**config.mk**
```make
export PLATFORM = sky130hd
export DESIGN_NAME = gestor_ocupacion
export DESIGN_NICKNAME = d
export VERILOG_FILES = /design/src/rtl/gestor_ocupacion.sv
export SDC_FILE = /design/constraint.sdc
export NUM_CORES = 1
export LEC_CHECK = 0
export ABC_AREA = 0
export CAP_MARGIN = 25
export CORE_MARGIN = 4
export CORE_UTILIZATION = 40
export DETAILED_ROUTE_END_ITERATION = 6
export MAX_ROUTING_LAYER = met4
export PLACE_DENSITY = 0.65
export SLEW_MARGIN = 25
export SYNTH_ARGS = -nofsm -noshare
export SYNTH_HDL_FRONTEND = slang
export SYNTH_SLANG_ARGS = --single-unit
```
**constraint.sdc**
```tcl
create_clock -name clk -period 3 [get_ports clk]
set_input_delay 0.75 -clock clk [delete_from_list [all_inputs] [get_ports clk]]
set_output_delay 0.75 -clock clk [all_outputs]
set_load 0.05 [all_outputs]
```
**src/rtl/gestor_ocupacion.sv**
```systemverilog
// Occupancy manager: edge-detected entry/exit events drive a saturating car count,
// and impossible events raise a timed, blinking alert.
module gestor_ocupacion #(
    parameter int CAPACIDAD  = 7,
    parameter int ANCHO      = 3,
    parameter int T_ALERTA   = 12000000,
    parameter int T_PARPADEO = 3000000
) (
    input  logic             clk,
    input  logic             rst,
    input  logic             s,
    input  logic             r,
    output logic [ANCHO-1:0] ocupacion,
    output logic             lleno,
    output logic             vacio,
    output logic             alerta,
    output logic             led_alerta,
    output logic [1:0]       error_tipo
);

    localparam logic [0:0] NORMAL = 1'b0;
    localparam logic [0:0] ALERTA = 1'b1;

    localparam int TA_W = (T_ALERTA   > 1) ? $clog2(T_ALERTA)   : 1;
    localparam int TP_W = (T_PARPADEO > 1) ? $clog2(T_PARPADEO) : 1;

    localparam logic [ANCHO-1:0] CAP    = ANCHO'(CAPACIDAD);
    localparam logic [TA_W-1:0]  TA_FIN = TA_W'(T_ALERTA - 1);
    localparam logic [TP_W-1:0]  TP_FIN = TP_W'(T_PARPADEO - 1);

    logic             s_prev_q, r_prev_q;
    logic [ANCHO-1:0] ocup_q, ocup_d;
    logic [0:0]       estado_q, estado_d;
    logic [TA_W-1:0]  t_alerta_q, t_alerta_d;
    logic [TP_W-1:0]  t_parp_q, t_parp_d;
    logic             led_q, led_d;
    logic [1:0]       err_q, err_d;
    logic             ev_s, ev_r, rechazo;

    always_comb begin
        ev_s    = s & ~s_prev_q;
        ev_r    = r & ~r_prev_q;
        ocup_d  = ocup_q;
        err_d   = err_q;
        rechazo = 1'b0;

        // Simultaneous entry and exit cancel out and never raise an alert.
        if (ev_s && !ev_r) begin
            if (ocup_q < CAP) begin
                ocup_d = ocup_q + ANCHO'(1);
            end else begin
                rechazo = 1'b1;
                err_d   = 2'b01;
            end
        end else if (ev_r && !ev_s) begin
            if (ocup_q != '0) begin
                ocup_d = ocup_q - ANCHO'(1);
            end else begin
                rechazo = 1'b1;
                err_d   = 2'b10;
            end
        end

        estado_d   = estado_q;
        t_alerta_d = t_alerta_q;
        t_parp_d   = t_parp_q;
        led_d      = led_q;

        if (rechazo) begin
            estado_d   = ALERTA;
            t_alerta_d = '0;
            t_parp_d   = '0;
            led_d      = 1'b1;
        end else if (estado_q == ALERTA) begin
            if (t_alerta_q == TA_FIN) begin
                estado_d   = NORMAL;
                t_alerta_d = '0;
                t_parp_d   = '0;
                led_d      = 1'b0;
            end else begin
                t_alerta_d = t_alerta_q + TA_W'(1);
                if (t_parp_q == TP_FIN) begin
                    t_parp_d = '0;
                    led_d    = ~led_q;
                end else begin
                    t_parp_d = t_parp_q + TP_W'(1);
                end
            end
        end
    end

    always_ff @(posedge clk or posedge rst) begin
        if (rst) begin
            s_prev_q   <= 1'b0;
            r_prev_q   <= 1'b0;
            ocup_q     <= '0;
            estado_q   <= NORMAL;
            t_alerta_q <= '0;
            t_parp_q   <= '0;
            led_q      <= 1'b0;
            err_q      <= 2'b00;
        end else begin
            s_prev_q   <= s;
            r_prev_q   <= r;
            ocup_q     <= ocup_d;
            estado_q   <= estado_d;
            t_alerta_q <= t_alerta_d;
            t_parp_q   <= t_parp_d;
            led_q      <= led_d;
            err_q      <= err_d;
        end
    end

    assign ocupacion  = ocup_q;
    assign lleno      = (ocup_q == CAP);
    assign vacio      = (ocup_q == '0);
    assign alerta     = (estado_q == ALERTA);
    assign led_alerta = led_q;
    assign error_tipo = err_q;

endmodule

```
==> impl_metrics.json <==
{
  "cp_max_fo": 13,
  "min_path_type": "register to register",
  "syn_inst": 326,
  "syn_nets": 335,
  "power_frac_seq_pct": 46.2,
  "ctsHoldBuffers": 0,
  "status": "completed",
  "syn-cell-area_sq_um": 3170,
  "hold_end": "t_alerta_q[23]$_DFFE_PP0P_",
  "die-width_microns": 97.0,
  "synth-edff-count": 0,
  "num_rows": 32,
  "cts_setup_buffers": 0,
  "avgSynthCellArea_sq_um": 9.72,
  "worst_setup_path_start_kind": "register",
  "final_cell_mix": "55 x dfrtp_1, 32 x nor2_1, 32 x nor3_1",
  "cp.required_ps": 2250,
  "worst_slew_pin_slew_ps": 574,
  "drv_cap": 0,
  "vias": 2423,
  "grt_pass1_wl_microns": 11500,
  "die_h_microns": 97.0,
  "drv_slew": 0,
  "finalPower_mw": 2.28,
  "setup_ws_ps": 203,
  "nets": 349,
  "cts_resized": 0,
  "ys_seq_area_share_pct": 43.4,
  "combPwrFrac_pct": 32.8,
  "power_density_nw_per_um2": 647,
  "final_antenna_net_count": 0,
  "cts_made_buffers": 5,
  "clock-sinks": 55,
  "peakVddDrop_mv": 0.402,
  "synth-seq-cells": 55,
  "drc": 0,
  "hold_depth": 1,
  "layout-drive-gt1-share_pct": 12.9,
  "yosys-top-cells-area": "dfrtp_1 43%, xnor2_1 8.0%, nor3_1 5.1%",
  "wl_per_cell_microns": 14.5,
  "grt_usage_pct": 15.0,
  "cp.arrival_ps": 2050,
  "nFillCells": 741,
  "die_area_sq_um": 9410,
  "start_util_pct": 41.0,
  "yosysTopAreaCell": "dfrtp_1",
  "synth_cell_types": 49,
  "slew_headroom_pct": 61.7,
  "dr.pass1.iters": 4,
  "reg2reg_depth": 7,
  "p_clk_share_pct": 21.1,
  "finalSetupViolations": 0,
  "globalplace.congestion": 0.799,
  "antenna_found_initial": 0,
  "area_growth_pct": 11.2,
  "ys.flop_type": "dfrtp_1",
  "grt_max_degree": 34,
  "internal_power_mw": 1.42,
  "core_area_sq_um": 7730,
  "ios": 13,
  "clockBufferDepth": 2,
  "endpoint_kind": "primary output",
  "antennaDiodeCount": 0,
  "final_common_cell": "dfrtp_1",
  "reg2reg_to": "led_alerta$_DFFE_PP0P_",
  "worstHoldStart": "t_alerta_q[23]$_DFFE_PP0P_",
  "min_period_ps": 2800,
  "clock.fmax_mhz": 358,
  "async_flop_share_pct": 100,
  "finalCritPeriodShare_pct": 93.2,
  "hpwl_microns": 4440,
  "clk_pin_slew_ps": 90,
  "fin_worst_skew_ps": 4.35,
  "cts_tree": "done",
  "power_switching_mw": 0.858,
  "grt_pass1_vias": 2543,
  "via_per_inst": 5.48,
  "clk_latency_ps": 310,
  "initialDrtViolationCount": 140,
  "cts_htree_levels": 2,
  "rrSetupSlack_ps": 480,
  "grt_overflow_total": 0,
  "routed_wl_microns": 6390,
  "place_ws_ps": -68.8,
  "swShare_pct": 37.6,
  "hold_viol": 0,
  "io_buffers": 12,
  "yosys_warnings": 0,
  "rsz0062_at_grt": "false",
  "p_leak_nw": 1.38,
  "clock-root-buffer": "clkbuf_8",
  "critPathKind": "register to primary output",
  "reg2reg_from": "t_parp_q[0]$_DFFE_PP0P_",
  "synth_top_area_share_pct": 43.4
}
-- flip-flops by register name (all words and copies together) (netlist names) --
name / flops
t_alerta_q: 24
r_prev_q: 1
error_tipo: 2
led_alerta: 1
alerta: 1
t_parp_q: 22
ocupacion: 3
s_prev_q: 1
-- logic make-up (layout without fill, tap and decap cells) --
| kind of cell | after synthesis | count (layout) | synth area share, % |
|---|---|---|---|
| muxes | 1 | 1 | 0.316 |
| AOI/OAI and AO/OA | 33 | 33 | 7.11 |
| and+or+nand+nor | 166 | 166 | 32.1 |
| buffers and inverters | 27 | 41 | 4.03 |
| xor gates and xnor gates | 39 | 39 | 10.8 |
| adders and majority gates | 5 | 5 | 2.21 |
| DFF | 55 | 55 | 43.4 |
-- per-layer routing --
layer  track usage, %  wire length [microns]  vias to the layer above
li1                 -                      -                     1195
met2             23.6                   3020                       33
met5                -                      0                        -
met1             19.4                   3080                     1187
met3             2.74                    198                        8
met4             5.18                     86                        0
-- synth_stat cells (6+ instances only) --
library cell	n
buf_2	6
xor2_1	10
clkbuf_1	6
xnor2_1	29
nor4b_2	7
dfrtp_1	55
inv_1	12
nor4_2	9
nand3_1	15
a21oi_1	6
o21ai_0	7
nand4_1	15
nor2_1	32
and4_1	6
nor3_1	32
nand2_1	22
-- critical path: stages, from the launching register on --
cell	delay, ps
dfrtp_1	590
and3_1	310
clkdlybuf4s50_1	840
-- power by group through the flow --
| stage | sequential [mW] | combinational (mW) | clock, mW |
|---|---|---|---|
| 3_5_place_dp | 1.07 | 0.755 | 0 |
| 5_1_grt | 1.08 | 0.836 | 0.532 |
| 3_3_place_gp | 1.06 | 0.734 | 0 |
| 6_report | 1.05 | 0.748 | 0.480 |
| 2_1_floorplan | 1.09 | 0.506 | 0 |
| 4_1_cts | 1.05 | 0.757 | 0.502 |
-- worst max path at each step --
stage / from / endpoint / depth (start not counted)
2_1_floorplan: ocupacion[1]$_DFFE_PP0P_ / vacio / 2
3_3_place_gp: s / t_alerta_q[22]$_DFFE_PP0P_ / 9
3_5_place_dp: s / t_alerta_q[22]$_DFFE_PP0P_ / 9
4_1_cts: ocupacion[2]$_DFFE_PP0P_ / lleno / 2
5_1_grt: ocupacion[2]$_DFFE_PP0P_ / lleno / 2
6_report: ocupacion[2]$_DFFE_PP0P_ / lleno / 2
-- per-stage QoR --
stage	instance area (sq um)	std cells	utilization (%)	TNS [ps]	hold slack, ps
5_1_grt	3520	442	45.6	0	545
3_5_place_dp	3420	435	44.3	-353	498
3_3_place_gp	3420	435	44.3	-1.42	480
4_1_cts	3520	442	45.6	0	511
6_report	3520	442	45.6	0	506
2_1_floorplan	3170	326	-	0	445
-- layout make-up --
cell class	instances	area (sq um)	area share [%]
Multi-Input combinational cell	244	1660	47.2
Sequential cell	55	1380	39.1
Timing Repair Buffer	22	208	5.89
Tap cell	102	128	3.62
Clock buffer	6	72.6	2.06
Inverter	12	45.0	1.28
Clock inverter	1	30.0	0.852
(Power assumes the default switching activity.)
